--- src/rtl/kf_frame_sched_if.sv ---
// Bus bundle for kf_frame_sched: frame input handshake, KF core link and result slot.
// The slave modport is the scheduler's view; master is the surrounding system.
`ifndef FXP_N
`define FXP_N 16
`endif

interface kf_frame_sched_if #(
  parameter int N = `FXP_N
);
  // frame input
  logic         in_valid;
  logic         in_ready;
  logic         in_init;
  logic [N-1:0] in_u00;
  logic [N-1:0] in_u10;
  logic [N-1:0] in_z00;
  logic [N-1:0] in_z10;
  // KF core link
  logic         core_start;
  logic [N-1:0] core_x00_prev;
  logic [N-1:0] core_x10_prev;
  logic [N-1:0] core_u00;
  logic [N-1:0] core_u10;
  logic [N-1:0] core_z00;
  logic [N-1:0] core_z10;
  logic         core_done;
  logic [N-1:0] core_x00_post;
  logic [N-1:0] core_x10_post;
  // result slot and status
  logic         out_valid;
  logic         out_ready;
  logic [N-1:0] out_x00;
  logic [N-1:0] out_x10;
  logic [7:0]   out_seq;
  logic         busy;
  logic         err_timeout;
  logic         clr_err;

  modport slave (
    input  in_valid, in_init, in_u00, in_u10, in_z00, in_z10,
    input  core_done, core_x00_post, core_x10_post,
    input  out_ready, clr_err,
    output in_ready,
    output core_start, core_x00_prev, core_x10_prev,
    output core_u00, core_u10, core_z00, core_z10,
    output out_valid, out_x00, out_x10, out_seq,
    output busy, err_timeout
  );

  modport master (
    output in_valid, in_init, in_u00, in_u10, in_z00, in_z10,
    output core_done, core_x00_post, core_x10_post,
    output out_ready, clr_err,
    input  in_ready,
    input  core_start, core_x00_prev, core_x10_prev,
    input  core_u00, core_u10, core_z00, core_z10,
    input  out_valid, out_x00, out_x10, out_seq,
    input  busy, err_timeout
  );
endinterface

--- src/rtl/kf_frame_sched.sv ---
// Frame scheduler for the 36-cycle Kalman filter core: accepts a frame, launches the core,
// guards it with a watchdog, feeds the posterior back and parks each result in a one-entry slot.
`ifndef FXP_N
`define FXP_N 16
`endif
`ifndef FXP_FRAC
`define FXP_FRAC 8
`endif

module kf_frame_sched #(
  parameter int                N       = `FXP_N,
  parameter int                FRAC    = `FXP_FRAC,
  parameter int                TIMEOUT = 64,
  parameter logic signed [N-1:0] X0_00 = '0,
  parameter logic signed [N-1:0] X0_10 = '0
) (
  input logic             clk,
  input logic             rst_n,
  kf_frame_sched_if.slave bus
);
  localparam int            TW         = $clog2(TIMEOUT) + 1;
  localparam logic [TW-1:0] TIMER_LAST = TW'(TIMEOUT - 1);

  // The core needs at least its 36 cycles plus margin; FRAC only documents the format.
  if (TIMEOUT < 40) begin : g_bad_timeout
    $error("kf_frame_sched: TIMEOUT must be at least 40");
  end
  if (FRAC < 0 || FRAC >= N) begin : g_bad_frac
    $error("kf_frame_sched: FRAC must lie in [0, N-1]");
  end

  typedef enum logic [1:0] {
    S_IDLE   = 2'd0,
    S_LAUNCH = 2'd1,
    S_WAIT   = 2'd2
  } state_t;

  state_t        state_reg, state_next;
  logic          active_reg;
  logic          out_valid_reg;
  logic          err_reg;
  logic [7:0]    seq_reg;
  logic [TW-1:0] timer_reg;

  logic in_ready;
  logic launch;
  logic in_wait;
  logic accept;
  logic finish;
  logic expire;
  logic out_take;

  logic [N-1:0] in_u [2];
  logic [N-1:0] in_z [2];
  logic [N-1:0] post [2];

  assign in_u[0] = bus.in_u00;
  assign in_u[1] = bus.in_u10;
  assign in_z[0] = bus.in_z00;
  assign in_z[1] = bus.in_z10;
  assign post[0] = bus.core_x00_post;
  assign post[1] = bus.core_x10_post;

  // active_reg keeps in_ready low while rst_n is asserted without a path from rst_n itself.
  assign in_ready = active_reg && (state_reg == S_IDLE) && !out_valid_reg;
  assign out_take = out_valid_reg && bus.out_ready;

  always_ff @(posedge clk or negedge rst_n) begin
    if (!rst_n) begin
      state_reg <= S_IDLE;
    end else begin
      state_reg <= state_next;
    end
  end

  always_comb begin
    state_next = state_reg;
    launch     = 1'b0;
    in_wait    = 1'b0;
    accept     = 1'b0;
    finish     = 1'b0;
    expire     = 1'b0;
    case (state_reg)
      S_IDLE: begin
        if (bus.in_valid && in_ready) begin
          accept     = 1'b1;
          state_next = S_LAUNCH;
        end
      end
      S_LAUNCH: begin
        launch     = 1'b1;
        state_next = S_WAIT;
      end
      S_WAIT: begin
        in_wait = 1'b1;
        // A done arriving on the last watchdog cycle still counts as a good result.
        if (bus.core_done) begin
          finish     = 1'b1;
          state_next = S_IDLE;
        end else if (timer_reg == TIMER_LAST) begin
          expire     = 1'b1;
          state_next = S_IDLE;
        end
      end
      default: begin
        state_next = S_IDLE;
      end
    endcase
  end

  always_ff @(posedge clk or negedge rst_n) begin
    if (!rst_n) begin
      timer_reg <= '0;
    end else if (launch) begin
      timer_reg <= '0;
    end else if (in_wait) begin
      timer_reg <= timer_reg + 1'b1;
    end
  end

  always_ff @(posedge clk or negedge rst_n) begin
    if (!rst_n) begin
      active_reg    <= 1'b0;
      out_valid_reg <= 1'b0;
      seq_reg       <= '0;
      err_reg       <= 1'b0;
    end else begin
      active_reg <= 1'b1;
      if (finish) begin
        out_valid_reg <= 1'b1;
      end else if (out_take) begin
        out_valid_reg <= 1'b0;
      end
      if (out_take) begin
        seq_reg <= seq_reg + 8'd1;
      end
      if (expire) begin
        err_reg <= 1'b1;
      end else if (bus.clr_err) begin
        err_reg <= 1'b0;
      end
    end
  end

  // Two identical state lanes (x00, x10): frame latch, feedback register and result register.
  genvar gi;
  generate
    for (gi = 0; gi < 2; gi++) begin : g_lane
      localparam logic [N-1:0] X0 = (gi == 0) ? X0_00 : X0_10;

      logic [N-1:0] u_reg;
      logic [N-1:0] z_reg;
      logic [N-1:0] x_prev_reg;
      logic [N-1:0] out_x_reg;

      always_ff @(posedge clk or negedge rst_n) begin
        if (!rst_n) begin
          u_reg      <= '0;
          z_reg      <= '0;
          x_prev_reg <= X0;
          out_x_reg  <= '0;
        end else begin
          if (accept) begin
            u_reg <= in_u[gi];
            z_reg <= in_z[gi];
            if (bus.in_init) begin
              x_prev_reg <= X0;
            end
          end
          if (finish) begin
            x_prev_reg <= post[gi];
            out_x_reg  <= post[gi];
          end
        end
      end
    end
  endgenerate

  assign bus.in_ready      = in_ready;
  assign bus.core_start    = launch;
  assign bus.busy          = launch || in_wait;
  assign bus.core_x00_prev = g_lane[0].x_prev_reg;
  assign bus.core_x10_prev = g_lane[1].x_prev_reg;
  assign bus.core_u00      = g_lane[0].u_reg;
  assign bus.core_u10      = g_lane[1].u_reg;
  assign bus.core_z00      = g_lane[0].z_reg;
  assign bus.core_z10      = g_lane[1].z_reg;
  assign bus.out_valid     = out_valid_reg;
  assign bus.out_x00       = g_lane[0].out_x_reg;
  assign bus.out_x10       = g_lane[1].out_x_reg;
  assign bus.out_seq       = seq_reg;
  assign bus.err_timeout   = err_reg;
endmodule
--- src/flat_wrapper.sv ---
// flat-port wrapper written by rule: the top's interface ports become plain ports
module kf_frame_sched_flat 
#(
  parameter int                N       = `FXP_N,
  parameter int                FRAC    = `FXP_FRAC,
  parameter int                TIMEOUT = 64,
  parameter logic signed [N-1:0] X0_00 = '0,
  parameter logic signed [N-1:0] X0_10 = '0
)
  (clk, rst_n, bus_in_valid, bus_in_init, bus_in_u00, bus_in_u10, bus_in_z00, bus_in_z10, bus_core_done, bus_core_x00_post, bus_core_x10_post, bus_out_ready, bus_clr_err, bus_in_ready, bus_core_start, bus_core_x00_prev, bus_core_x10_prev, bus_core_u00, bus_core_u10, bus_core_z00, bus_core_z10, bus_out_valid, bus_out_x00, bus_out_x10, bus_out_seq, bus_busy, bus_err_timeout);
  kf_frame_sched_if #(.N(N)) bus_i ();
  input logic clk;
  input logic rst_n;
  input wire logic [$bits(bus_i.in_valid)-1:0] bus_in_valid;
  input wire logic [$bits(bus_i.in_init)-1:0] bus_in_init;
  input wire logic [$bits(bus_i.in_u00)-1:0] bus_in_u00;
  input wire logic [$bits(bus_i.in_u10)-1:0] bus_in_u10;
  input wire logic [$bits(bus_i.in_z00)-1:0] bus_in_z00;
  input wire logic [$bits(bus_i.in_z10)-1:0] bus_in_z10;
  input wire logic [$bits(bus_i.core_done)-1:0] bus_core_done;
  input wire logic [$bits(bus_i.core_x00_post)-1:0] bus_core_x00_post;
  input wire logic [$bits(bus_i.core_x10_post)-1:0] bus_core_x10_post;
  input wire logic [$bits(bus_i.out_ready)-1:0] bus_out_ready;
  input wire logic [$bits(bus_i.clr_err)-1:0] bus_clr_err;
  output wire logic [$bits(bus_i.in_ready)-1:0] bus_in_ready;
  output wire logic [$bits(bus_i.core_start)-1:0] bus_core_start;
  output wire logic [$bits(bus_i.core_x00_prev)-1:0] bus_core_x00_prev;
  output wire logic [$bits(bus_i.core_x10_prev)-1:0] bus_core_x10_prev;
  output wire logic [$bits(bus_i.core_u00)-1:0] bus_core_u00;
  output wire logic [$bits(bus_i.core_u10)-1:0] bus_core_u10;
  output wire logic [$bits(bus_i.core_z00)-1:0] bus_core_z00;
  output wire logic [$bits(bus_i.core_z10)-1:0] bus_core_z10;
  output wire logic [$bits(bus_i.out_valid)-1:0] bus_out_valid;
  output wire logic [$bits(bus_i.out_x00)-1:0] bus_out_x00;
  output wire logic [$bits(bus_i.out_x10)-1:0] bus_out_x10;
  output wire logic [$bits(bus_i.out_seq)-1:0] bus_out_seq;
  output wire logic [$bits(bus_i.busy)-1:0] bus_busy;
  output wire logic [$bits(bus_i.err_timeout)-1:0] bus_err_timeout;
  assign bus_i.in_valid = bus_in_valid;
  assign bus_i.in_init = bus_in_init;
  assign bus_i.in_u00 = bus_in_u00;
  assign bus_i.in_u10 = bus_in_u10;
  assign bus_i.in_z00 = bus_in_z00;
  assign bus_i.in_z10 = bus_in_z10;
  assign bus_i.core_done = bus_core_done;
  assign bus_i.core_x00_post = bus_core_x00_post;
  assign bus_i.core_x10_post = bus_core_x10_post;
  assign bus_i.out_ready = bus_out_ready;
  assign bus_i.clr_err = bus_clr_err;
  assign bus_in_ready = bus_i.in_ready;
  assign bus_core_start = bus_i.core_start;
  assign bus_core_x00_prev = bus_i.core_x00_prev;
  assign bus_core_x10_prev = bus_i.core_x10_prev;
  assign bus_core_u00 = bus_i.core_u00;
  assign bus_core_u10 = bus_i.core_u10;
  assign bus_core_z00 = bus_i.core_z00;
  assign bus_core_z10 = bus_i.core_z10;
  assign bus_out_valid = bus_i.out_valid;
  assign bus_out_x00 = bus_i.out_x00;
  assign bus_out_x10 = bus_i.out_x10;
  assign bus_out_seq = bus_i.out_seq;
  assign bus_busy = bus_i.busy;
  assign bus_err_timeout = bus_i.err_timeout;
  kf_frame_sched #(.N(N), .FRAC(FRAC), .TIMEOUT(TIMEOUT), .X0_00(X0_00), .X0_10(X0_10)) u_core (.clk(clk), .rst_n(rst_n), .bus(bus_i));
endmodule
--- config.mk ---
export PLATFORM = sky130hd
export DESIGN_NAME = kf_frame_sched_flat
export DESIGN_NICKNAME = d
export VERILOG_FILES = /design/src/rtl/kf_frame_sched_if.sv /design/src/rtl/kf_frame_sched.sv /design/src/flat_wrapper.sv
export SDC_FILE = /design/constraint.sdc
export NUM_CORES = 1
export LEC_CHECK = 0
export BUFFER_PORTS_ARGS = -buffer_cell sky130_fd_sc_hd__buf_4
export CELL_PAD_IN_SITES_DETAIL_PLACEMENT = 1
export CELL_PAD_IN_SITES_GLOBAL_PLACEMENT = 1
export CORE_MARGIN = 10
export CORE_UTILIZATION = 30
export CTS_CLUSTER_SIZE = 10
export DETAILED_ROUTE_END_ITERATION = 8
export PLACE_DENSITY_LB_ADDON = 0.1
export SYNTH_ARGS = -nofsm -noshare
export SYNTH_HDL_FRONTEND = slang
export SYNTH_SLANG_ARGS = --single-unit
--- constraint.sdc ---
create_clock -name clk -period 3.7 [get_ports clk]
set_clock_uncertainty 0.15 [all_clocks]
set_input_delay 0.37 -clock clk [delete_from_list [all_inputs] [get_ports clk]]
set_output_delay 0.37 -clock clk [all_outputs]
set_load 0.01 [all_outputs]
### Yosys cells after proc, flatten, opt, wreduce, memory -nomap -nowiden

Index checks and enable logic that the tools add are counted.

| word-level totals | value |
|---|---|
| register bits after elaboration | 148 |
| bits of input ports | 103 |

| cells by class | value |
|---|---|
| add/sub/neg operators | 2 |
| equality and inequality tests | 5 |
| mux-type cells | 23 |
| reduce and logical (&&, ||, !) cells | 14 |

Operators with widths:

| operator | number |
|---|---|
| two-way mux 16 bit | 4 |
| two-way mux 7 bit | 2 |
| two-way mux 1 bit | 13 |
| nonzero test 2 bit | 5 |
| adder 8 x 1 -> 8 bit (second input constant) | 1 |
| adder 7 x 1 -> 7 bit (second input constant) | 1 |
| == test 7 x 6 -> 1 bit (second input constant) | 1 |
| two-way mux 2 bit | 3 |
| case mux 2 bit (3 select lines) | 1 |
| logical AND 1 bit | 4 |
| AND reduction 2 bit | 2 |
| != test 3 x 2 -> 1 bit (second input constant) | 1 |
| == test 2 x 1 -> 1 bit (second input constant) | 1 |
| == test 2 bit (second input constant) | 1 |
| zero test 2 bit | 1 |
| != test 2 bit (second input constant) | 1 |
| zero test 1 bit | 1 |
| logical OR 1 bit | 1 |

### Depth between registers and ports, before layout

Gate-level depths: netlist (run 1).

| logic depth | value |
|---|---|
| depth in word-level cells | 8 |
| gate-level depth with buffers | 7 |
| gate-level depth less buffers | 5 |

### Worst setup path before layout (run 1)

OpenSTA, ideal clock, no wires.

| path | value |
|---|---|
| kind | register to register |
| from | reg u_core.state_reg[0] |
| to | reg u_core.g_lane[0].z_reg[10], in the netlist u_core.bus.core_z00[10] |
| setup time | 0.125 ns |
| arrival | 1.545 ns |
| setup slack | 1.880 ns |
| cell stages (with the launch flop) | 7 |
| path buffers | 1 |
| cells stage by stage | dfrtp_1 -> inv_1 -> ha_1 -> and3b_2 -> nand2_4 -> buf_6 -> mux2_2 |

| on the way | value |
|---|---|
| word-level cells in the longest chain between the ends | 6 |

RTL lines:

| what | line | source |
|---|---|---|
| start: declaration | kf_frame_sched.sv:38 | `state_t state_reg, state_next;` |
| start signal: assignment | kf_frame_sched.sv:72 | `state_reg <= state_next;` |
| zero test 2 bit | kf_frame_sched.sv:65 | `assign in_ready = active_reg && (state_reg == S_IDLE) && !out_valid_reg;` |
| logical AND 1 bit (2 in series) | kf_frame_sched.sv:65 |  |
| net bus_in_ready | flat_wrapper.sv:25 | `output wire logic [$bits(bus_i.in_ready)-1:0] bus_in_ready;` |
| logical AND 1 bit | kf_frame_sched.sv:85 | `if (bus.in_valid && in_ready) begin` |
| two-way mux 1 bit | kf_frame_sched.sv:85 |  |
| two-way mux 1 bit | kf_frame_sched.sv:83 | `case (state_reg)` |
| end signal: assignment | kf_frame_sched.sv:165 | `z_reg <= in_z[gi];` |
| end: declaration | kf_frame_sched.sv:152 | `logic [N-1:0] z_reg;` |

The timed path passes the listed nets, and every way through them passes these cells.
A chain may end at the register's enable or synchronous reset.

### Final worst setup path (run 1)

| path | value |
|---|---|
| from | reg u_core.state_reg[0] |
| to | reg u_core.g_lane[0].z_reg[12], in the netlist u_core.bus.core_z00[12] |

| on the way | value |
|---|---|
| word-level cells in the longest chain between the ends | 6 |

RTL lines:

| what | line |
|---|---|
| zero test 2 bit (*) | kf_frame_sched.sv:65, kf_frame_sched.sv:83 |
| logical AND 1 bit (2 in series) | kf_frame_sched.sv:65 |
| logical AND 1 bit | kf_frame_sched.sv:85 |
| two-way mux 1 bit | kf_frame_sched.sv:85 |
| two-way mux 1 bit (*) | kf_frame_sched.sv:83 |

Every way passes the cells marked *; elsewhere a longest branch is shown, timed or not.

==> summary.md, run 1 <==
| Metric | Value |
|---|---|
| CTS sink count | `148` |
| Hold Path Class | `primary input to flop` |
| Initial antenna violation count | `0` |
| CP startpoint kind | `flop` |
| Area Growth Syn to Fin | `48.6%` |
| Part of the power in combinational logic | `between 30% and 40%` |
| Max-cap viol count | `0` |
| Synthesized area per cell | `about 13 sq um` |
| Crit path arrival time | `about 2.6 ns` |
| Register area share after synthesis | `64.2%` |
| Placed cell area | `approximately 7800 sq um` |
| Die Ht | `approximately 160 um` |
| GR Layer Usage met2 | `between 20% and 30%` |
| Top_reg_cell synth | `dfrtp_1` |
| GRT met3 Usage | `under 10%` |
| Tightest Pin Transition | `about 1.1 ns` |
| RSZ-0062 raised after global routing | `no` |
| Clock power frac | `between 20% and 30%` |
| Rows | `50` |
| Final setup fails | `0` |
| Max IR drop VDD | `roughly 0.00032 V` |
| Most frequent cells in the layout | `buf_4, dfrtp_1, nand2_1, mux2_2, a22o_1` |
| Final instance area | `between 8000 and 9000 sq um` |
| Distinct cells, synth | `34` |
| Switch share | `about a third` |
| Slew Limit Fails | `0` |
| Largest net degree at the start of global routing | `86` |
| WL per Instance | `about 19 um` |
| Net Switching | `between 2 and 2.5 mW` |
| DRT Wirelength | `roughly 19000 um` |
| Initial Util | `between 30% and 40%` |
| Synth area leaders | `dfrtp_1, mux2_2, nand2_1` |
| Htree depth | `4` |
| Leak | `roughly 4.3 nW` |
| Mapped cell area | `~5800 sq um` |
| TritonCTS clock tree | `done` |
| Crit path max-delay family | `simple AND/OR/NAND/NOR gates` |
| Overall power | `about 7.5 mW` |
| Clk root buf | `clkbuf_16` |
| Setup TNS | `0 ns` |
| Synth area leader | `dfrtp_1` |
| Critical path buffers and inverters | `1` |
| Fill count | `1992` |
| Worst path slowest cell | `nand2_4` |
| Vias in the first global route | `4813` |
| Fin crit share | `65.1%` |
| Crit-path max cell delay | `0.63 ns` |
| Core ar. | `between 15000 and 20000 sq um` |
| First-pass GRT wire length | `roughly 29000 um` |
| N_diodes | `0` |
| Max frequency | `roughly 0.41 GHz` |
| TritonCTS buffer count | `17` |
| Remaining Overflow, GRT | `0` |
| Max FO, Critical Path | `64` |
| Die area | `about 25000 sq um` |
| Power Dens Cells | `between 800 and 900 nW/um^2` |
| Sequential power share | `between 30% and 40%` |
| Worst-path clk slew | `approximately 0.06 ns` |
| Drt via density | `4.53` |
| Status | `completed` |
| Share of cells above drive strength 1 | `~48%` |
| Seq cells post-synth | `between 100 and 150` |
| Longest Clk Path Bufs | `2` |
| Final nets | `around 810` |
| Max-slew headroom | `26.4%` |
| Post-synth EDFFs | `0` |
| Clock insertion delay at the later pin of the skew report | `around 0.42 ns` |
| Cell breakdown of the critical path | `inv_1, ha_1, and3b_2, nand2_4, mux2_2` |
| DRT Pass-1 Iters | `6` |
| Final HPWL DP | `13700 um` |
| Commonest non-fill, non-tap cell in the layout | `buf_4` |
| Final Hold Viols | `0` |
| Initial DRC count | `210` |
| Antenna violation net count after detailed routing | `0` |
| Vias | `around 4400` |
| Global Route met1 Usage | `between 10% and 20%` |
| Die Wd | `159 um` |
| Post-CTS resize count | `0` |
| WS Path Type | `flop to flop` |
| Min Tclk post-route | `about 2.4 ns` |
| Post-CTS Setup Bufs | `0` |
| Residual DRC | `0` |
| Post-Syn Nets | `~550` |
| Ys async rst share | `100%` |
| GP Congestion | `0.745` |
| Yosys warning total | `0` |
| Worst setup EP type | `flop` |
| I/O Pins | `between 200 and 250` |
| Post-Syn Instances | `445` |
| GRT busiest layer | `met2` |
| Synth top area share | `64.2%` |
| Internal power | `5.02 mW` |
| CP required | `3.84 ns` |
| IO buf count | `around 240` |
| GRT Total Usage | `about 15%` |
==> worst register-to-register path, delay by kind of cell (launching register included) <==
family        cells  cell delay [ns]
flops             1             0.39
simple gates      2             0.90
fa+ha+maj         1             0.24
buf+inv           1             0.10
mux               1             0.51
==> cell usage after synthesis (3+ instances only) <==
cell / instances
mux2_1: 5
ha_1: 6
dfrtp_1: 148
buf_6: 6
nor2_1: 3
mux2_2: 62
buf_1: 4
o22ai_1: 3
o311ai_0: 4
o21ai_0: 6
clkbuf_1: 8
nand3_1: 5
nand4_1: 4
nand2_1: 104
inv_1: 9
nor2b_1: 5
buf_4: 3
a22o_1: 33
xnor2_1: 6
==> power groups by stage <==
stage	Clock, mW	Sequential, mW	Combinational [mW]
after floorplan	0	3.07	1.09
after global placement	0	2.79	2.92
after detailed placement	0	2.82	3.01
after CTS	1.81	2.80	3.03
after global routing	1.90	2.89	3.21
final	1.76	2.79	2.94
==> through the flow <==
| step | instances | hold WS [ns] | setup slack [ns] | utilization (%) |
|---|---|---|---|---|
| after floorplan | 445 | -0.0756 | 1.88 | - |
| after global placement | 929 | 0.309 | 1.37 | 41.6 |
| after detailed placement | 929 | 0.316 | 1.30 | 41.6 |
| after CTS | 973 | 0.000233 | 1.28 | 45.5 |
| after global routing | 974 | 0.00121 | 1.11 | 45.6 |
| final | 974 | 0.0170 | 1.29 | 45.6 |
==> layer usage <==
layer  part of all wire [%]  up-vias
li1                       -     2037
met1                     41     2213
met2                     51      148
met3                    7.7       15
met4                    1.1        0
met5                      0        -
==> path summary, 6_finish.rpt <==
path,depth (start not counted),start,endpoint,slack (ns)
worst max-delay path,5,u_core.state_reg[0],u_core.bus.core_z00[12],1.29
worst min-delay path,3,bus_core_x00_post[3],u_core.bus.out_x00[3],0.02
worst max register to register,5,u_core.state_reg[0],u_core.bus.core_z00[12],1.29
worst min register to register,2,u_core.bus.out_x10[15],u_core.bus.out_x10[15],0.33
max in group asynchronous,3,rst_n,u_core.bus.core_x00_prev[12],2.07
min in group asynchronous,2,rst_n,u_core.bus.core_x00_prev[5],0.42
==> layout make-up <==
class | count | area (sq um) | share of cell area [%]
sequential | 148 | 3700 | 43.2
multi-input combinational | 266 | 1900 | 22.2
inverter | 9 | 33.8 | 0.394
timing repair buffer | 261 | 2010 | 23.5
clock inverter | 10 | 131 | 1.53
tap | 260 | 325 | 3.79
clock buffer | 20 | 467 | 5.44
==> cells by family after synthesis <==
logic type	Yosys count	share of synthesized area [%]
flops	148	64.2
other cells	1	0.0650
buf+inv	31	3.01
fa+ha+maj	6	1.30
simple gates	133	9.88
compound gates	50	7.09
mux	69	13.4
xor+xnor	7	1.06
==> timing repair <==
| item | CTS | global route |
|---|---|---|
| setup endpoints to repair | 0 | 0 |
| endpoints found under the hold margin | 97 | 1 |
| hold buffers | 14 | 1 |
Note: power is estimated with default switching activity, not from simulation.
==> run 2, diff against run 1 <==
clock period = 2.05 ns   (was 3.7 ns; I/O delays follow)
==> run 2 against run 1 <==
Compared with the run above:
- sequential share of layout area fell by 5.0 points
- sequential cell count did not move
- clock power up 110%
- power increased by 93%
- critical endpoint is now bus_in_ready
- critical path depth is 1 lower
- die area unchanged
- global-route usage grew 1.2 points
- highest routed layer unchanged
- largest cell class unchanged
- worst setup slack lost 1.2 ns
- critical path type is now flop to primary output
==> summary.md, run 2 (synthesis results as in run 1) <==
| Metric | Value |
|---|---|
| Residual DRC | `0 (unchanged)` |
| Final Hold Viols | `0 (unchanged)` |
| Cell breakdown of the critical path | `inv_1, ha_2, and3b_2, buf_4` |
| Clock insertion delay at the later pin of the skew report | `0.41 ns (about the same)` |
| Max FO, Critical Path | `4 (-94%)` |
| Drt via density | `4.50 (-0.72%)` |
| Overall power | `14.5 mW (+93%)` |
| R2r startpoint | `u_core.state_reg[1]` |
| Min Tclk post-route | `~2 ns` |
| Max IR drop VDD | `0.000625 V (+97%)` |
| Reg2reg end | `u_core.bus.core_u00[1]` |
| Largest net degree at the start of global routing | `51 (-41%)` |
| Post-CTS Setup Bufs | `0 (unchanged)` |
| GP Congestion | `0.750 (+0.63%)` |
| Clk root buf | `clkbuf_16` |
| Final instance area | `9710 sq um (+13%)` |
| Status | `completed` |
| Die area | `25200 sq um (unchanged)` |
| Fill count | `1981 (-0.55%)` |
| CP required | `1.69 ns (-2.15 ns)` |
| Rows | `50 (unchanged)` |
| Leak | `4.83 nW (+11%)` |
| R2R cell count | `6 (+1)` |
| Initial Util | `30.7% (unchanged)` |
| Core ar. | `18800 sq um (unchanged)` |
| Area Growth Syn to Fin | `68.2%` |
| RSZ-0062 raised after global routing | `no` |
| CP startpoint kind | `flop` |
| Remaining Overflow, GRT | `0 (unchanged)` |
| Die Wd | `159 um (unchanged)` |
| Final setup fails | `0 (unchanged)` |
| Flop-to-flop setup slack | `0.12 ns (-1.17 ns)` |
| Most frequent cells in the layout | `buf_4, dfrtp_1, nand2_1, dlygate4sd3_1, mux2_2` |
| Fin crit share | `95.5%` |
| DRT Pass-1 Iters | `4 (-2)` |
| Share of cells above drive strength 1 | `43.9% (-4.0 points)` |
| Worst Setup SP | `u_core.state_reg[1]` |
| Worst-path clk slew | `0.06 ns (about the same)` |
| Vias in the first global route | `5486 (+14%)` |
| Crit-path max cell delay | `0.41 ns (-0.22 ns)` |
| CTS sink count | `148 (unchanged)` |
| DRT Wirelength | `20100 um (+8.3%)` |
| GRT Total Usage | `15.8% (+1.2 points)` |
| Longest Clk Path Bufs | `2 (unchanged)` |
| TritonCTS clock tree | `done` |
| Die Ht | `159 um (unchanged)` |
| First-pass GRT wire length | `31800 um (+9.9%)` |
| Max-cap viol count | `0 (unchanged)` |
| Crit path arrival time | `1.60 ns (-0.96 ns)` |
| Commonest non-fill, non-tap cell in the layout | `buf_4` |
| I/O Pins | `244 (unchanged)` |
| Placed cell area | `8000 sq um (+2.1%)` |
| Worst setup EP type | `primary output` |
| Last element of the critical path | `bus_in_ready` |
| Hold Path Class | `primary input to flop` |
| Initial antenna violation count | `1 (+1)` |
| Final HPWL DP | `14500 um (+6.2%)` |
| Vias | `4822 (+9.3%)` |
| Initial DRC count | `170 (-19%)` |
| Power Dens Cells | `1490 nW/um^2 (+71%)` |
| Worst path slowest cell | `dfrtp_1` |
| TritonCTS buffer count | `17 (unchanged)` |
| Antenna violation net count after detailed routing | `0 (unchanged)` |
| Final nets | `908 (+12%)` |
| WS Path Type | `flop to primary output` |
| IO buf count | `243 (unchanged)` |
| Setup TNS | `0 ns (unchanged)` |
| Max frequency | `~0.51 GHz` |
| WL per Instance | `18.7 um (-1.6%)` |
| Htree depth | `4 (unchanged)` |
| Slew Limit Fails | `0 (unchanged)` |
==> run 2: routing by layer <==
metal	vias up	GRT usage [%]	part of all wire, %
li1	2233	-	-
met1	2404	17.8	40
met2	161	27.0	51
met3	24	5.24	7.0
met4	0	5.95	1.8
met5	-	0	0
==> run 2: power breakdown <==
part	internal, mW	leakage (nW)	total [mW]	switching [mW]
sequential	4.24	1.83	5.06	0.816
clock	2.56	0.351	3.77	1.21
combinational	3.05	2.65	5.65	2.60
==> run 2: how the worst min path moves through the flow <==
stage / start / end / slack [ns] / cells past startpoint
2_1_floorplan: rst_n / u_core.active_reg / -0.24 / 0
3_3_place_gp: rst_n / u_core.bus.core_x00_prev[5] / -0.01 / 1
3_5_place_dp: rst_n / u_core.bus.core_x00_prev[5] / -0.009 / 1
4_1_cts: bus_core_done / u_core.bus.err_timeout / 0.03 / 3
5_1_grt: bus_core_done / u_core.bus.err_timeout / 0.04 / 3
6_report: bus_core_done / u_core.bus.err_timeout / 0.05 / 3
==> run 2: through the flow <==
step	worst slack [ns]	hold slack [ns]	util [%]	std cells
3_3_place_gp	0.145	-0.0102	42.5	941
3_5_place_dp	0.0960	-0.00931	42.5	941
4_1_cts	0.0643	0.0330	51.5	1071
5_1_grt	0.000387	0.0418	51.5	1072
6_report	0.0931	0.0546	51.5	1072
2_1_floorplan	0.230	-0.241	-	445
==> run 2: timing repair <==
item | 4_1_cts | 5_1_grt
endpoints found under the setup margin | 1 | 0
hold buffers | 99 | 0
hold endpoints to repair | 249 | 0
resized for setup | 1 | 0
==> run 2: worst max-delay path, delay by kind of cell (launching register included) <==
kind                       cells  cell delay [ns]
buffers and inverters          2             0.29
adders and majority gates      1             0.22
and+or+nand+nor                1             0.27
DFF                            1             0.41
==> run 2: cell type report <==
type | instances | area (sq um) | share of cell area [%]
flip-flops and latches | 148 | 3700 | 38.2
repair buffers | 357 | 3020 | 31.1
clock buffers | 18 | 439 | 4.52
well taps | 260 | 325 | 3.35
clock inverters | 13 | 277 | 2.85
diodes | 1 | 2.50 | 0.0258
multi-input cells | 266 | 1910 | 19.6
inverters | 9 | 33.8 | 0.348
